**src/rtl/serial_adder_pkg.sv**
```systemverilog
// Shared types and defaults for the bit-serial adder: FSM state encoding
// and the default operand/counter widths.
package serial_adder_pkg;

  localparam int DEF_WIDTH = 8;
  localparam int DEF_CNT_W = 5;

  typedef enum logic [1:0] {
    ST_IDLE = 2'd0,
    ST_RUN  = 2'd1,
    ST_DONE = 2'd2
  } state_t;

endpackage

```
**src/rtl/serial_adder_if.sv**
```systemverilog
// Start/done handshake bundle between a controller (master) and the serial
// adder (slave): operands in, status and registered result out.
interface serial_adder_if
  import serial_adder_pkg::*;
#(
  parameter int WIDTH = DEF_WIDTH
);

  logic             start;
  logic [WIDTH-1:0] a;
  logic [WIDTH-1:0] b;
  logic             cin;
  logic             busy;
  logic             done;
  logic [WIDTH-1:0] sum;
  logic             cout;

  modport master (
    output start, a, b, cin,
    input  busy, done, sum, cout
  );

  modport slave (
    input  start, a, b, cin,
    output busy, done, sum, cout
  );

endinterface

```
**src/rtl/serial_adder_fa_cell.sv**
```systemverilog
// Combinational full-adder cell built from two half-adder cells and an OR;
// the half-adder cell is kept alongside it as its only user.
module ha_cell (
  input  logic a,
  input  logic b,
  output logic s,
  output logic c
);

  assign s = a ^ b;
  assign c = a & b;

endmodule

module fa_cell (
  input  logic a,
  input  logic b,
  input  logic cin,
  output logic s,
  output logic cout
);

  logic w_s1;
  logic w_c1;
  logic w_c2;

  ha_cell u_ha0 (
    .a (a),
    .b (b),
    .s (w_s1),
    .c (w_c1)
  );

  ha_cell u_ha1 (
    .a (w_s1),
    .b (cin),
    .s (s),
    .c (w_c2)
  );

  // Both half-adder carries can never be high together, so OR suffices.
  assign cout = w_c1 | w_c2;

endmodule

```
**src/rtl/serial_adder.sv**
```systemverilog
// Bit-serial WIDTH-bit adder: one full-adder cell, LSB first, one bit per
// clock, registered carry, start/done handshake with back-to-back restart.
module serial_adder
  import serial_adder_pkg::*;
#(
  parameter int WIDTH = DEF_WIDTH,
  parameter int CNT_W = DEF_CNT_W
) (
  input logic           clk,
  input logic           reset,
  serial_adder_if.slave bus
);

  localparam logic [CNT_W-1:0] LAST_CNT = CNT_W'(WIDTH - 1);

  state_t           r_state;
  logic [WIDTH-1:0] r_sa;
  logic [WIDTH-1:0] r_sb;
  logic [WIDTH-1:0] r_acc;
  logic [WIDTH-1:0] r_sum;
  logic             r_carry;
  logic             r_cout;
  logic [CNT_W-1:0] r_cnt;

  logic w_s;
  logic w_c;
  logic w_last;

  fa_cell u_fa (
    .a    (r_sa[0]),
    .b    (r_sb[0]),
    .cin  (r_carry),
    .s    (w_s),
    .cout (w_c)
  );

  assign w_last = (r_cnt == LAST_CNT);

  always_ff @(posedge clk) begin
    if (reset) begin
      r_state <= ST_IDLE;
      r_sa    <= '0;
      r_sb    <= '0;
      r_acc   <= '0;
      r_sum   <= '0;
      r_carry <= 1'b0;
      r_cout  <= 1'b0;
      r_cnt   <= '0;
    end else begin
      case (r_state)
        // DONE accepts a new start exactly like IDLE, giving back-to-back ops.
        ST_IDLE, ST_DONE: begin
          if (bus.start) begin
            r_sa    <= bus.a;
            r_sb    <= bus.b;
            r_carry <= bus.cin;
            r_cnt   <= '0;
            r_acc   <= '0;
            r_state <= ST_RUN;
          end else begin
            r_state <= ST_IDLE;
          end
        end
        ST_RUN: begin
          r_acc   <= {w_s, r_acc[WIDTH-1:1]};
          r_sa    <= {1'b0, r_sa[WIDTH-1:1]};
          r_sb    <= {1'b0, r_sb[WIDTH-1:1]};
          r_carry <= w_c;
          r_cnt   <= r_cnt + 1'b1;
          // Publish only the complete word so sum never shows partial shifts.
          if (w_last) begin
            r_sum   <= {w_s, r_acc[WIDTH-1:1]};
            r_cout  <= w_c;
            r_state <= ST_DONE;
          end
        end
        default: r_state <= ST_IDLE;
      endcase
    end
  end

  assign bus.busy = (r_state == ST_RUN);
  assign bus.done = (r_state == ST_DONE);
  assign bus.sum  = r_sum;
  assign bus.cout = r_cout;

endmodule
```
**src/flat_wrapper.sv**
```systemverilog
// flat-port wrapper written by rule: the top's interface ports become plain ports
module serial_adder_flat import serial_adder_pkg::*;
#(
  parameter int WIDTH = DEF_WIDTH,
  parameter int CNT_W = DEF_CNT_W
)
  (clk, reset, bus_start, bus_a, bus_b, bus_cin, bus_busy, bus_done, bus_sum, bus_cout);
  serial_adder_if #(.WIDTH(WIDTH)) bus_i ();
  input logic clk;
  input logic reset;
  input wire logic [$bits(bus_i.start)-1:0] bus_start;
  input wire logic [$bits(bus_i.a)-1:0] bus_a;
  input wire logic [$bits(bus_i.b)-1:0] bus_b;
  input wire logic [$bits(bus_i.cin)-1:0] bus_cin;
  output wire logic [$bits(bus_i.busy)-1:0] bus_busy;
  output wire logic [$bits(bus_i.done)-1:0] bus_done;
  output wire logic [$bits(bus_i.sum)-1:0] bus_sum;
  output wire logic [$bits(bus_i.cout)-1:0] bus_cout;
  assign bus_i.start = bus_start;
  assign bus_i.a = bus_a;
  assign bus_i.b = bus_b;
  assign bus_i.cin = bus_cin;
  assign bus_busy = bus_i.busy;
  assign bus_done = bus_i.done;
  assign bus_sum = bus_i.sum;
  assign bus_cout = bus_i.cout;
  serial_adder #(.WIDTH(WIDTH), .CNT_W(CNT_W)) u_core (.clk(clk), .reset(reset), .bus(bus_i));
endmodule
```
**config.mk**
```make
export PLATFORM = sky130hd
export DESIGN_NAME = serial_adder_flat
export DESIGN_NICKNAME = d
export VERILOG_FILES = /design/src/rtl/serial_adder_pkg.sv /design/src/rtl/serial_adder_if.sv /design/src/rtl/serial_adder_fa_cell.sv /design/src/rtl/serial_adder.sv /design/src/flat_wrapper.sv
export SDC_FILE = /design/constraint.sdc
export NUM_CORES = 1
export LEC_CHECK = 0
export CAP_MARGIN = 15
export CORE_MARGIN = 1
export CORE_UTILIZATION = 51
export DETAILED_ROUTE_END_ITERATION = 6
export PLACE_DENSITY = 0.89
export SLEW_MARGIN = 20
export SYNTH_ARGS = -nofsm -noshare
export SYNTH_HDL_FRONTEND = slang
export SYNTH_SLANG_ARGS = --single-unit
```
**constraint.sdc**
```tcl
create_clock -name clk -period 1.4 [get_ports clk]
set_clock_uncertainty 0.05 [all_clocks]
set_input_delay 0.28 -clock clk [delete_from_list [all_inputs] [get_ports clk]]
set_output_delay 0.28 -clock clk [all_outputs]
set_load 0.02 [all_outputs]
```
==> Word-level counts from Yosys, hierarchy flattened <==
Index checks and enable logic that the tools add are counted.
W data, S select, Z words.
{ "totals": {"elab_cells": 37, "inputBits": 20, "ff_bits": 41, "out_inout_bits": 11} }
{ "op_classes": {"add_sub_neg": 1, "n_mux": 13, "n_eq_ne": 5, "n_bitwise": 5, "reduce_logical": 5} }
{ "ops": {"columns": ["op", "count"], "rows": [
  ["$pmux W8 S2", 3],
  ["$mux W8", 3],
  ["$pmux W5 S2", 1],
  ["$add A5 B1 Y5 const B", 1],
  ["$eq A5 B3 Y1 const B", 1],
  ["$mux W5", 1],
  ["$pmux W2 S2", 1],
  ["$reduce_and A2 Y1", 2],
  ["$and A1 B1 Y1", 2],
  ["$eq A2 B1 Y1 const B", 1],
  ["$eq A2 B2 Y1 const B", 1],
  ["$logic_not A2 Y1", 1],
  ["$mux W1", 2],
  ["$mux W2", 1],
  ["$ne A2 B1 Y1 const B", 1],
  ["$ne A2 B2 Y1 const B", 1],
  ["$pmux W1 S2", 1],
  ["$reduce_bool A2 Y1", 1],
  ["$reduce_or A2 Y1", 1],
  ["$xor A1 B1 Y1", 2],
  ["$or A1 B1 Y1", 1]
]} }

==> Depth between registers and ports, before layout <==
{ "logic_depth": {"word_depth": 4, "depth_mapped": 5, "ltp_nobuf": 4} }

==> By module <==
A second synthesis with hierarchy kept.
{ "hier_totals": {"cells_unflattened": 186, "area_unflattened_um2": 1682.9} }
{ "by_module_without_submodules": {"columns": ["mod", "cells_per_inst", "area_per_inst_um2", "instances", "seq_area_each_um2"], "rows": [
  ["serial_adder", 183, 1651.6, 1, 800.8],
  ["ha_cell", 1, 12.5, 2, 0.0],
  ["fa_cell", 1, 6.3, 1, 0.0]
]} }

==> Worst setup path after synthesis <==
No wires, ideal clock.
{ "synth_path": {"kind": "register -> register", "start": "register u_core.r_cnt[0]", "end": "register u_core.r_cout (netlist: u_core.bus.cout)", "slack_ns": 0.122, "synth_period_minus_slack_ns": 1.278, "n_path_buf": 1, "path_stages_with_launch": 6, "setup_time_ns": 0.072, "t_arrival_ns": 1.156, "t_required_ns": 1.278, "cell_sequence": "dfxtp_1 > ha_1 > nand2_1 > nor4_1 > buf_4 > mux2i_1"} }
{ "synth_via": {"elab_chain_cells": 2} }
{ "synth_rtl": {"columns": ["element", "line", "rtl"], "rows": [
  ["from (decl)", "serial_adder.sv:23", "logic [CNT_W-1:0] r_cnt;"],
  ["from (signal assigned)", "serial_adder.sv:69", "r_cnt <= r_cnt + 1'b1;"],
  ["$eq A5 B3 Y1", "serial_adder.sv:37", "assign w_last = (r_cnt == LAST_CNT);"],
  ["$reduce_and A2 Y1 (no line)", null, null],
  ["to (signal assigned)", "serial_adder.sv:73", "r_cout <= w_c;"],
  ["to (decl)", "serial_adder.sv:22", "logic r_cout;"]
]} }
No other way between the ends.
A chain may end at the register's enable or synchronous reset.

==> Final worst setup path <==
{ "layout_path": {"start": "register u_core.r_state[1]", "end": "register u_core.r_sum[3] (netlist: u_core.bus.sum[3])"} }
{ "layout_via": {"elab_chain_cells": 2} }
{ "layout_rtl": {"columns": ["element", "line", "rtl"], "rows": [
  ["from (decl)", "serial_adder.sv:16", "state_t r_state;"],
  ["from (signal assigned)", "serial_adder.sv:41", "r_state <= ST_IDLE;"],
  ["from (signal assigned)", "serial_adder.sv:59", "r_state <= ST_RUN;"],
  ["from (signal assigned)", "serial_adder.sv:61", "r_state <= ST_IDLE;"],
  ["$eq A2 B1 Y1", "serial_adder.sv:50", "case (r_state)"],
  ["$reduce_and A2 Y1 (no line)", null, null],
  ["to (signal assigned)", "serial_adder.sv:72", "r_sum <= {w_s, r_acc[WIDTH-1:1]};"],
  ["to (decl)", "serial_adder.sv:20", "logic [WIDTH-1:0] r_sum;"]
]} }
No other way between the ends.

==> qor.yml <==
antenna_found_initial: 0
post-dp-hpwl_mm: 2.36
whs_path_depth: 2
cts-htree-levels: 2
period_minus_slack_ns: 1.37
crit_path_end_kind: "flop"
max_cap_viol_count: 0
ioPinCount: 31
synthSimpleGateAreaFrac_pct: 21.5
dp_cells: 258
routabilityCongestion: 0.797
cts_tree: "yes"
synth_cell_types: 25
grt_max_degree: 29
crit_type: "reg2reg"
drt_iter0_drc: 47
setup-tns-final_ns: 0
fin_cells: 270
wl_per_cell_um: 13.3
yosysSeqAreaShare_pct: 47.9
finalSetupViolCount: 0
die_h_um: 59.3
muxShareOfSynthArea_pct: 6.74
r2r-start: "u_core.r_state[1]"
cts-root-buf: "clkbuf_4"
worst_setup_path_start_kind: "flop"
post-route-period-util_pct: 97.6
grt_pass1_vias: 1336
drive_gt1_share_pct: 18.6
finalMaxSlewViolations: 0
clkSinkCount: 40
r2r_end: "u_core.bus.sum[3]"
power.total_uw: 2190
syn_area_um2: 1670
hold_class: "reg2reg"
synth-seq-cells: 40
relSlewSlack_pct: 82.6
syn_inst: 184
critPathMaxFanout: 5
clockBufferDepth: 2
grt_pass1_wl_mm: 5.87
clk_pin_slew_ns: 0.11
io_buffer_count: 30
clock_latency_ns: 0.35
synth-compound-area-share_pct: 16.8
critPathRequiredTime_ns: 1.63
fmax_mhz: 732
hold_viol_final: 0
arrival_ns: 1.60
r2r_cells: 5
tightest_slew_ns: 0.260
ys_warn_count: 0
placementRows: 20
final_nets: 248
min_to: "u_core.r_sb[1]"
p_leak_uw: 0.000823
synthXorXnorAreaFrac_pct: 0
core_area_um2: 3080
drcViolationCount: 0
vias: 1483
synth_top_family_by_area: "simple AND/OR/NAND/NOR gates"
drt-pass1-iter-count: 6
syn_nets: 206
numCtsBuffers: 5
cts_hold_buf: 0
diodes: 0
place_ws_ns: -0.240
layout_setup_ws_ns: 0.0332
floorplan.die.width_um: 59.3
ff2ff_setup_slack_ns: 0.03
whs_ns: 0.423
synth_fa_ha_area_share_pct: 1.95
peakVddDrop_mv: 0.678
die_area_um2: 3510
status: "finished, final reports clean"
vias_per_cell: 5.49
rsz0062_at_grt: "true"
gr-total-overflow: 0
wl_mm: 3.59
min-delay-start: "u_core.r_sb[1]"
grt_usage_pct: 22.2
p_per_area_nw_per_um2: 971
ant_nets: 0
start_util_pct: 54.3
syn_to_final_growth_pct: 34.7
syn_area_per_cell_um2: 9.08
-- worst max-delay path by stage --
stage	to	from	cells after the start
6_report	u_core.bus.sum[3]	u_core.r_state[1]	5
5_1_grt	u_core.bus.sum[3]	u_core.r_state[1]	5
4_1_cts	u_core.bus.sum[2]	u_core.r_state[1]	6
3_5_place_dp	u_core.r_sb[2]	bus_start	5
3_3_place_gp	u_core.r_sa[4]	bus_start	5
2_1_floorplan	u_core.bus.cout	u_core.r_cnt[0]	5
-- layout by cell type (no fill, tap or decap), types with 3 or more instances in the layout --
| cell type | instances |
|---|---|
| a21oi_1 | 29 |
| a22oi_1 | 15 |
| buf_12 | 3 |
| buf_4 | 15 |
| buf_6 | 3 |
| clkbuf_4 | 5 |
| clkdlybuf4s50_1 | 19 |
| dfxtp_1 | 36 |
| dfxtp_2 | 3 |
| dlygate4sd2_1 | 7 |
| mux2i_1 | 9 |
| nand2_1 | 10 |
| nand2b_1 | 20 |
| nand3_1 | 27 |
-- per-layer routing --
layer / GRT usage [%] / share of wire (%)
met5: 0 / 0
met4: 6.46 / 0.64
met3: 6.33 / 6.0
met2: 37.9 / 48
met1: 27.0 / 45
-- area by class of cell --
| cell class | instances | area (um^2) |
|---|---|---|
| clock buffers | 7 | 65.1 |
| flip-flops and latches | 40 | 808 |
| fillers | 249 | 826 |
| multi-input cells | 127 | 822 |
| well taps | 44 | 55.1 |
| inverters | 1 | 3.75 |
| repair buffers | 51 | 498 |
-- registers in the layout, summed over array words and instances (netlist names) --
signal,flops
u_core.bus.sum,8
u_core.r_sa,8
u_core.r_sb,8
u_core.r_acc,7
u_core.r_cnt,5
u_core.r_state,2
u_core.bus.cout,1
u_core.r_carry,1
-- logic make-up (layout without fill, tap and decap cells) --
logic type	count (synthesis)	in the layout
flip-flops	40	40
AO/OA/AOI/OAI	47	47
buffers and inverters	17	59
adder cells (fa/ha/maj)	2	2
AND/OR/NAND/NOR	67	67
multiplexers	11	11
-- worst max-delay path, stage by stage (launching register included) --
cell and delay [ns]:
dfxtp_2 0.33, nand2b_4 0.15, buf_8 0.13, nor4_4 0.25
buf_4 0.21, mux2i_1 0.18
-- cell usage after synthesis --
cell	count	share of area, %
nand2b_2	1	0.52
mux2i_1	9	5.4
o211ai_1	1	0.45
clkbuf_1	5	1.1
fa_1	1	1.2
a21oi_1	29	8.7
nor4_1	1	0.37
nand4_1	1	0.37
nand2_1	11	2.5
o31ai_1	1	0.45
nor2b_1	3	1.1
nor2_1	1	0.22
ha_1	1	0.75
inv_2	1	0.22
nor3b_1	1	0.45
nand3_1	27	8.1
buf_4	1	0.45
mux2_2	2	1.3
nand2b_1	20	7.5
or3_1	1	0.37
a22oi_1	15	6.7
dfxtp_1	40	48
buf_2	9	2.7
a211oi_1	1	0.45
buf_6	1	0.67
-- power by group --
part           switching, uW  leakage [uW]  internal [uW]
clock network            360     0.0000374            285
logic                    157      0.000458            176
registers               28.2      0.000327           1180
-- stage by stage --
| stage | utilization [%] | instance area (um^2) |
|---|---|---|
| floorplan | - | 1670 |
| CTS | 71.8 | 2210 |
| global route | 73.2 | 2250 |
| detailed placement | 68.5 | 2110 |
| global placement | 68.5 | 2110 |
| finish | 73.2 | 2250 |
-- what timing repair did --
| action | CTS | global route |
|---|---|---|
| cloned | 1 | 0 |
| resized for setup | 28 | 12 |
| setup endpoints to repair | 21 | 18 |
| buffers inserted | 1 | 4 |
| pin swaps | 1 | 1 |
Note: power is estimated with default switching activity, not from simulation.
